**src/rtl/alu_pkg.sv**
```systemverilog
// alu_pkg: opcodes, FSM state type and op classification shared by the multicycle ALU.
package alu_pkg;
    localparam logic [3:0] ALU_AND   = 4'b0000;
    localparam logic [3:0] ALU_OR    = 4'b0001;
    localparam logic [3:0] ALU_ADD   = 4'b0010;
    localparam logic [3:0] ALU_ANDN  = 4'b0100;
    localparam logic [3:0] ALU_ORN   = 4'b0101;
    localparam logic [3:0] ALU_SUB   = 4'b0110;
    localparam logic [3:0] ALU_SLT   = 4'b0111;
    localparam logic [3:0] ALU_SLTU  = 4'b1000;
    localparam logic [3:0] ALU_SLL   = 4'b1001;
    localparam logic [3:0] ALU_SRL   = 4'b1010;
    localparam logic [3:0] ALU_SRA   = 4'b1011;
    localparam logic [3:0] ALU_MULTU = 4'b1100;
    localparam logic [3:0] ALU_DIVU  = 4'b1101;

    typedef enum logic [1:0] {IDLE, BUSY, DONE} state_e;

    function automatic logic is_multicycle(input logic [3:0] op);
        return op == ALU_MULTU || op == ALU_DIVU;
    endfunction
endpackage

```
**src/rtl/alu_muldiv_iter.sv**
```systemverilog
// alu_muldiv_iter: one-bit-per-cycle unsigned shift-add multiply / restoring divide.
// lo/hi present the post-iteration values so the caller can capture them on the done cycle.
module alu_muldiv_iter
    import alu_pkg::*;
#(
    parameter int WIDTH = 32
) (
    input  logic             clk,
    input  logic             reset,
    input  logic             start,
    input  logic [3:0]       op,
    input  logic [WIDTH-1:0] a,
    input  logic [WIDTH-1:0] b,
    output logic             done,
    output logic [WIDTH-1:0] lo,
    output logic [WIDTH-1:0] hi,
    output logic             dbz
);
    localparam int CW = $clog2(WIDTH);

    logic             busy_q, div_q;
    logic [CW-1:0]    count_q;
    logic [WIDTH-1:0] b_q, hi_q, lo_q, hi_d, lo_d;
    logic [WIDTH:0]   add_sum, rem_shift;
    logic [WIDTH-1:0] rem_diff;
    logic             rem_lt;

    // hi/lo double as {product high, multiplier} or {remainder, dividend/quotient}
    always_comb begin
        add_sum   = {1'b0, hi_q} + {1'b0, lo_q[0] ? b_q : '0};
        rem_shift = {hi_q, lo_q[WIDTH-1]};
        rem_lt    = rem_shift < {1'b0, b_q};
        rem_diff  = rem_shift[WIDTH-1:0] - b_q;
        hi_d      = div_q ? (rem_lt ? rem_shift[WIDTH-1:0] : rem_diff) : add_sum[WIDTH:1];
        lo_d      = div_q ? {lo_q[WIDTH-2:0], ~rem_lt} : {add_sum[0], lo_q[WIDTH-1:1]};
    end

    assign done = busy_q && count_q == CW'(WIDTH - 1);
    assign lo   = lo_d;
    assign hi   = hi_d;
    assign dbz  = div_q && b_q == '0;

    always_ff @(posedge clk) begin
        if (reset) begin
            busy_q  <= 1'b0;
            div_q   <= 1'b0;
            count_q <= '0;
            b_q     <= '0;
            hi_q    <= '0;
            lo_q    <= '0;
        end else if (start) begin
            busy_q  <= 1'b1;
            div_q   <= op == ALU_DIVU;
            count_q <= '0;
            b_q     <= b;
            hi_q    <= '0;
            lo_q    <= a;
        end else if (busy_q) begin
            hi_q    <= hi_d;
            lo_q    <= lo_d;
            count_q <= count_q + 1'b1;
            if (done) busy_q <= 1'b0;
        end
    end
endmodule

```
**src/rtl/alu_multicycle.sv**
```systemverilog
// alu_multicycle: registered ALU with valid/ready handshake and iterative MULTU/DIVU.
// Define ALU_OVF_EN to add the registered signed-overflow output for ADD/SUB.
module alu_multicycle
    import alu_pkg::*;
#(
    parameter  int WIDTH = 32,
    localparam int SHW   = $clog2(WIDTH)
) (
    input  logic             clk,
    input  logic             reset,
    input  logic             in_valid,
    output logic             in_ready,
    input  logic [3:0]       alu_ctl,
    input  logic [WIDTH-1:0] src_a,
    input  logic [WIDTH-1:0] src_b,
    output logic             out_valid,
    input  logic             out_ready,
    output logic [WIDTH-1:0] result,
    output logic [WIDTH-1:0] result_hi,
    output logic             zero,
    output logic             div_by_zero
`ifdef ALU_OVF_EN
    ,
    output logic             overflow
`endif
);
    state_e           state_q, state_d;
    logic             accept, load_fast, load_iter, load;
    logic [WIDTH-1:0] sum, diff, fast_res;
    logic [SHW-1:0]   shamt;
    logic [WIDTH-1:0] result_q, result_d, result_hi_q, result_hi_d;
    logic             zero_q, zero_d, dbz_q, dbz_d;
    logic             it_done, it_dbz;
    logic [WIDTH-1:0] it_lo, it_hi;

    assign in_ready  = state_q == IDLE || (state_q == DONE && out_ready);
    assign out_valid = state_q == DONE;
    assign accept    = in_valid && in_ready;
    assign load_fast = accept && !is_multicycle(alu_ctl);
    assign load_iter = state_q == BUSY && it_done;
    assign load      = load_fast || load_iter;
    assign sum       = src_a + src_b;
    assign diff      = src_a - src_b;
    assign shamt     = src_b[SHW-1:0];

    alu_muldiv_iter #(.WIDTH(WIDTH)) u_iter (
        .clk   (clk),
        .reset (reset),
        .start (accept && is_multicycle(alu_ctl)),
        .op    (alu_ctl),
        .a     (src_a),
        .b     (src_b),
        .done  (it_done),
        .lo    (it_lo),
        .hi    (it_hi),
        .dbz   (it_dbz)
    );

    always_comb begin
        fast_res = '0;
        case (alu_ctl)
            ALU_AND:  fast_res = src_a & src_b;
            ALU_OR:   fast_res = src_a | src_b;
            ALU_ADD:  fast_res = sum;
            ALU_ANDN: fast_res = src_a & ~src_b;
            ALU_ORN:  fast_res = src_a | ~src_b;
            ALU_SUB:  fast_res = diff;
            ALU_SLT:  fast_res = {{(WIDTH-1){1'b0}}, $signed(src_a) < $signed(src_b)};
            ALU_SLTU: fast_res = {{(WIDTH-1){1'b0}}, src_a < src_b};
            ALU_SLL:  fast_res = src_a << shamt;
            ALU_SRL:  fast_res = src_a >> shamt;
            ALU_SRA:  fast_res = $signed(src_a) >>> shamt;
            default:  fast_res = '0;
        endcase
    end

    // DONE with out_ready behaves like IDLE so back-to-back requests stream at 1/cycle
    always_comb begin
        state_d     = state_q == BUSY ? (it_done ? DONE : BUSY)
                    : accept ? (is_multicycle(alu_ctl) ? BUSY : DONE)
                    : (state_q == DONE && out_ready) ? IDLE : state_q;
        result_d    = load_iter ? it_lo : load_fast ? fast_res : result_q;
        result_hi_d = load_iter ? it_hi : load_fast ? '0 : result_hi_q;
        dbz_d       = load_iter ? it_dbz : load_fast ? 1'b0 : dbz_q;
        zero_d      = load ? result_d == '0 : zero_q;
    end

    always_ff @(posedge clk) begin
        if (reset) begin
            state_q     <= IDLE;
            result_q    <= '0;
            result_hi_q <= '0;
            zero_q      <= 1'b0;
            dbz_q       <= 1'b0;
        end else begin
            state_q     <= state_d;
            result_q    <= result_d;
            result_hi_q <= result_hi_d;
            zero_q      <= zero_d;
            dbz_q       <= dbz_d;
        end
    end

    assign result      = result_q;
    assign result_hi   = result_hi_q;
    assign zero        = zero_q;
    assign div_by_zero = dbz_q;

`ifdef ALU_OVF_EN
    logic ovf_q, ovf_d, fast_ovf;

    always_comb begin
        fast_ovf = (alu_ctl == ALU_ADD && src_a[WIDTH-1] == src_b[WIDTH-1] && sum[WIDTH-1] != src_a[WIDTH-1])
                || (alu_ctl == ALU_SUB && src_a[WIDTH-1] != src_b[WIDTH-1] && diff[WIDTH-1] != src_a[WIDTH-1]);
        ovf_d    = load_iter ? 1'b0 : load_fast ? fast_ovf : ovf_q;
    end

    always_ff @(posedge clk) begin
        if (reset) ovf_q <= 1'b0;
        else       ovf_q <= ovf_d;
    end

    assign overflow = ovf_q;
`endif
endmodule
```
**config.mk**
```make
export PLATFORM = sky130hd
export DESIGN_NAME = alu_multicycle
export DESIGN_NICKNAME = d
export VERILOG_FILES = /design/src/rtl/alu_pkg.sv /design/src/rtl/alu_muldiv_iter.sv /design/src/rtl/alu_multicycle.sv
export SDC_FILE = /design/constraint.sdc
export NUM_CORES = 1
export LEC_CHECK = 0
export CORE_MARGIN = 2
export CORE_UTILIZATION = 45
export CTS_CLUSTER_DIAMETER = 200
export DETAILED_ROUTE_END_ITERATION = 6
export PLACE_DENSITY = 0.7
export REMOVE_ABC_BUFFERS = 1
export SYNTH_ARGS = -nofsm -noshare
export SYNTH_HDL_FRONTEND = slang
export SYNTH_HIERARCHICAL = 1
export SYNTH_SLANG_ARGS = --single-unit
export TNS_END_PERCENT = 5
```
**constraint.sdc**
```tcl
create_clock -name clk -period 11.84 [get_ports clk]
set_clock_uncertainty 0.1 [all_clocks]
set_input_delay 1.776 -clock clk [delete_from_list [all_inputs] [get_ports clk]]
set_output_delay 1.776 -clock clk [all_outputs]
set_load 0.01 [all_outputs]
```
-- Word level (Yosys, flattened, before mapping)
Cells that the tools add are included.
Widths: inputs -> output; s select.
- bits in registers: 171
- bits in latches: 0
- RAM bits: 0
- ROM bits: 0
- input port bits: 72
- output and inout bits: 68
- logic and storage cells: 83
- memories: 0
- add/subtract/negate cells: 5
- multiply operators: 0
- divide/modulo/power cells: 0
- order comparisons: 3
- equality and inequality tests: 15
- shift-type cells: 3
- muxes and demuxes: 21
- bitwise logic cells: 6
- reduce and logical (&&, ||, !) cells: 19
- operators with widths (operator ; count):
    $pmux 32 s11 ; 1
    $mux 32 ; 10
    $and 32x32->32 ; 2
    $logic_not 32->1 ; 2
    $lt 32x32->1 ; 2
    $or 32x32->32 ; 2
    $sub 32x32->32 ; 2
    $add 32x32->33 ; 1
    $lt 33x32->1 ; 1
    $add 32x32->32 ; 1
    $not 32->32 ; 1
    $shl 32x5->32 ; 1
    $shr 32x5->32 ; 1
    $sshr 32x5->32 ; 1
    $eq 4x4->1 const B ; 6
    $eq 4x3->1 const B ; 4
    $mux 2 ; 5
    $logic_and 1x1->1 ; 7
    $add 5x1->5 const B ; 1
    $eq 5x5->1 const B ; 1
    $mux 1 ; 5
    $eq 4x1->1 const B ; 1
    $eq 4x2->1 const B ; 1
    $logic_not 4->1 ; 1
    9 further kinds ; 12

-- Longest topological paths before layout
- depth in word-level cells: 8
- gate-level depth with buffers: 19
- gate-level depth less buffers: 16

-- Hierarchy
Netlist, hierarchy kept.
- by module, submodules not included (module ; instances ; cells an instance ; area each (µm²) ; seq. area each (µm²)):
    alu_multicycle ; 1 ; 1733 ; 12603.3 ; 1361.3
    alu_muldiv_iter ; 1 ; 1177 ; 8755.9 ; 2062.0

-- Least setup slack after synthesis
No wires, ideal clock.
- path kind: input -> register
- start point: input src_b[1]
- end point: register zero_q (netlist: zero)
- setup time: 84 ps
- arrival time: 5482 ps
- required time: 11656 ps
- path slack: 6174 ps
- stages: 18
- buffers on the path: 5
- cell sequence: buf_2 > inv_1 > buf_2 > buf_4 > buf_2 > buf_4 > ha_1 > nand2b_1 > a2111o_1 > a21oi_1 > o211ai_1 > nand3_1 > a21boi_0 > xor2_1 > a2111oi_0 > o211a_1 > nand4_1 > o31ai_2
- longest elaborated chain between the ends: 6
- elaborated cells on any way between the ends: 16
- classes of those cells: add/sub (2); order compare (2); shift (3); mux (3); bitwise (5); reduce/logical (1)
- ends and longest elaborated chain (item ; RTL line ; RTL):
    start: declaration ; alu_multicycle.sv:15 ; input logic [WIDTH-1:0] src_b,
    parallel branches: the longest is 2 deep, another holds $sub 32x32->32 ; -- ;
    $pmux 32 s11 * ; alu_multicycle.sv:61 ; case (alu_ctl)
    $mux 32 * (2 in series) ; alu_multicycle.sv:82 ; result_d = load_iter ? it_lo : load_fast ? fast_res : result_q;
    $logic_not 32->1 * ; alu_multicycle.sv:85 ; zero_d = load ? result_d == '0 : zero_q;
    end signal: assignment ; alu_multicycle.sv:99 ; zero_q <= zero_d;
    end: declaration ; alu_multicycle.sv:32 ; logic zero_q, zero_d, dbz_q, dbz_d;
Every way passes the cells marked *.
A chain may end at the register's enable or synchronous reset.

-- Final worst setup path
- start point: input src_a[9]
- end point: register zero_q (netlist: zero)
- longest elaborated chain between the ends: 5
- elaborated cells on any way between the ends: 15
- classes of those cells: add/sub (2); order compare (2); shift (3); mux (3); bitwise (4); reduce/logical (1)
- ends and longest elaborated chain (item ; RTL line ; RTL):
    start: declaration ; alu_multicycle.sv:14 ; input logic [WIDTH-1:0] src_a,
    $sub 32x32->32, or another cell as far along ; alu_multicycle.sv:43 ; assign diff = src_a - src_b;
    $pmux 32 s11 * ; alu_multicycle.sv:61 ;
    $mux 32 * (2 in series) ; alu_multicycle.sv:82 ;
    $logic_not 32->1 * ; alu_multicycle.sv:85 ;
Every way passes the cells marked *; elsewhere a longest branch is shown, timed or not.

==> results.md <==
- Ant diodes: 0
- Final Total Pwr: 2.197 mW
- Die Ht: 221.9 um
- Crit Reg-Reg Endpoint: zero$_SDFFE_PP0P_
- Min Clock Period, post-route: 6.702 ns
- Final GP Congestion: 1.104
- Post-Synthesis Cells: 2,910
- Clock Tree Root: clkbuf_16
- Crit path buffers/inverters: 1
- Met1 usage: 51.31%
- Period utilization: 56.61%
- #FFs+latches synth: 171
- Number of H-tree levels: 4
- CTS tree: yes
- FF-to-FF setup slack: 6.17 ns
- IO Port Bufs: 139
- Nets: 3,131
- Crit-path cells: clkdlybuf4s50_1, ha_1, nor4_1, o21ai_0, nand4_1, o211ai_1, nand3_1, a21boi_0, xor2_1, a2111oi_0, o211a_1, nand4_1, o31ai_2
- Worst min path class: reg -> reg
- Via Count: 24,710
- Hold Slack: 0.4028 ns
- Power density cells: 92.50 mW/mm2
- Initial Utilization: 45.78%
- Horiz. Die Dim: 221.9 um
- Worst path required time: 12.17 ns
- Min-Delay Path Depth: 2
- Setup Fix Bufs, Post-CTS: 0
- Worst-skew pair later-pin latency: 0.51 ns
- GRT met2 Usage: 67.44%
- Post-route setup slack: 5.138 ns
- CTS Hold Buffers Added: 0
- Design Area, Final: 0.02376 mm2
- Clk sink count: 171
- Cell Area, Synth: 0.02136 mm2
- Vias in the first global route: 23,200
- Overflow after GRT: 0
- Max Root-Sink Buffers: 2
- ANT nets after route: 0
- DRT Pass-1 Iters: 7
- Status: complete, but fails checks
- Hpwl dp: 81,760 um
- First-pass GRT wire length: 155,600 um
- Worst-margin pin slew: 1.307 ns
- Maximum vdd drop: 0.0001012 V
- Primary FF master, synth: dfxtp_1
- I/O pins: 140
- Most frequent cells in the layout: nor2_1, nand2_1, a21oi_1, dfxtp_1, o21ai_0
- Violated checks: DRC
- Post-DP Area: 0.02310 mm2
- Core Box Area: 0.04665 mm2
- Post-CTS sizing: 0
- Post-Route Utilization: 50.92%
- Slew Limit Fails: 0
- Layout area overhead: 11.22%
- DR vias/cell: 6.970
- Initial antenna violation count: 2
- GR Util met3: 8.004%
- Post-placement cell count: 3,513
- Relative slew slack: 10.63%
- Fill count: 4,637
- Most Crowded Layer GR: met2
- Warnings from Yosys: 6
- GRT Resource Usage Total: 42.54%
- Max Cap Viol: 0
- WL/cell: 30.43 um
- Asr flop ratio synth: 0%
- RSZ-0062 raised after global routing: false
- Startpoint types: primary input
- Setup TNS: 0 ns
- Crit-path max cell delay: 0.90 ns
- Dpl ws: 4.898 ns
- Sequential area share after synthesis: 16.03%
- Pleak: 9.251 nW
- Max FO, Critical Path: 12
- Pin count of the biggest net entering global routing: 62
- Reg2Reg Depth: 14
- Clock transition at path regs: 0.08 ns
- Rows: 79
- Hold_sp: result_hi[9]$_SDFFE_PP0P_
- Final setup violation count: 0
- Final WL: 107,900 um
- Cell repeated most along the worst path: nand4_1
- Area of the multi-input gates: 0.01658 mm2
- Worst EP arrival: 7.04 ns
- Crit. End Element: flip-flop
- Worst Hold Endpoint: result_hi[9]$_SDFFE_PP0P_
- Register area: 0.003431 mm2
- Critical path's top delay family: compound AO/OA/AOI/OAI gates
- DRT iter0 DRCs: 3,367
- Slowest library cell on the worst path: nor4_1
- CP Class: in -> reg
- Max Fclk: 0.1492 GHz
- Reg2reg start: u_iter/busy_q$_SDFF_PP0_
- Commonest non-fill, non-tap cell in the layout: nor2_1
- Synth cell types: 109
- Layout cells sized above 1: 8.952%
- DRC Markers: 1
- Num CTS Buffers: 17
- Post-synth EDFFs: 0
- Die area: 0.04922 mm2
- Final Hold Fails: 0
- Final non-filler cell total: 3,545
- Syn avg cell area: 7.340 um2
[cell type report]
cell class | instances | area share, %
Clock inverter | 13 | 0.8533
Tap cell | 607 | 3.197
Multi-Input combinational cell | 2404 | 69.81
Inverter | 128 | 2.023
Timing Repair Buffer | 203 | 7.764
Clock buffer | 19 | 1.907
Sequential cell | 171 | 14.44
[worst register-to-register path, delay by kind of cell (launching register included)]
family	cells	cell delay (ns)
compound gates	4	1.28
flops	1	0.73
buf+inv	3	0.97
simple gates	7	2.53
[logic make-up after synthesis]
family | count (synthesis) | share of synthesized area [%]
adder cells (fa/ha/maj) | 158 | 9.115
AO/OA/AOI/OAI | 885 | 27.90
XOR/XNOR | 106 | 4.347
buffers and inverters | 335 | 6.555
flip-flops | 171 | 16.03
AND/OR/NAND/NOR | 1010 | 22.30
multiplexers | 245 | 13.76
[power by group]
part / total (mW) / internal (mW) / switching (mW)
clock network: 0.660 / 0.371 / 0.290
registers: 0.615 / 0.591 / 0.0235
logic: 0.922 / 0.318 / 0.604
[worst max-delay path by stage]
stage	slack [ns]	depth (start not counted)	start	endpoint
finish	5.14	13	src_a[9]	zero$_SDFFE_PP0P_
detailed placement	4.90	13	src_a[9]	zero$_SDFFE_PP0P_
floorplan	3.91	12	u_iter/busy_q$_SDFF_PP0_	zero$_SDFFE_PP0P_
global placement	4.95	13	src_a[9]	zero$_SDFFE_PP0P_
global route	5.06	16	src_b[0]	zero$_SDFFE_PP0P_
CTS	5.44	13	src_a[9]	zero$_SDFFE_PP0P_
[synthesized netlist by cell type (8+ instances only)]
cell type / n / area (um2)
a2111oi_0: 8 / 70.07
a211o_1: 9 / 78.83
a211oi_1: 48 / 360.4
a21boi_0: 8 / 60.06
a21o_1: 36 / 270.3
a21oi_1: 236 / 1181
a221o_1: 9 / 90.09
a221oi_1: 9 / 78.83
a22o_1: 13 / 113.9
a22oi_1: 56 / 420.4
a311oi_1: 8 / 70.07
a31oi_1: 33 / 206.5
and2_1: 41 / 256.5
and3_1: 17 / 106.4
buf_1: 26 / 97.59
buf_2: 43 / 215.2
clkbuf_1: 125 / 469.2
dfxtp_1: 171 / 3423
ha_1: 130 / 1627
inv_1: 128 / 480.5
maj3_1: 24 / 240.2
mux2_2: 75 / 844.6
mux2i_1: 136 / 1361
mux4_2: 29 / 653.1
nand2_1: 240 / 900.9
nand2b_1: 15 / 93.84
nand3_1: 56 / 280.3
nand4_1: 35 / 219.0
nor2_1: 374 / 1404
nor2b_1: 31 / 193.9
nor3_1: 59 / 295.3
nor4_1: 29 / 181.4
o2111ai_1: 8 / 70.07
o211a_1: 10 / 100.1
o211ai_1: 47 / 352.8
o21a_1: 19 / 142.6
o21ai_0: 140 / 700.7
o21bai_1: 14 / 105.1
o221ai_1: 17 / 148.9
o22ai_1: 33 / 206.5
o31ai_1: 33 / 247.7
or2_2: 12 / 75.07
or3_1: 55 / 344.1
xnor2_1: 54 / 473.0
xor2_1: 52 / 455.4
[registers in the layout (all words and copies together) (netlist names)]
| signal | cells |
|---|---|
| u_iter/div_q | 1 |
| u_iter/busy_q | 1 |
| u_iter/lo_q | 32 |
| u_iter/hi_q | 32 |
| u_iter/b_q | 32 |
| div_by_zero | 1 |
| result_hi | 32 |
| u_iter/count_q | 5 |
| state_q | 2 |
| zero | 1 |
| result | 32 |
[metal layers]
| metal | vias up | part of all wire (%) |
|---|---|---|
| met1 | 11800 | 38 |
| met3 | 470 | 9.5 |
| met4 | 0 | 9.0 |
| met5 | - | 0 |
| li1 | 10810 | - |
| met2 | 1627 | 44 |
(Power assumes the default switching activity.)
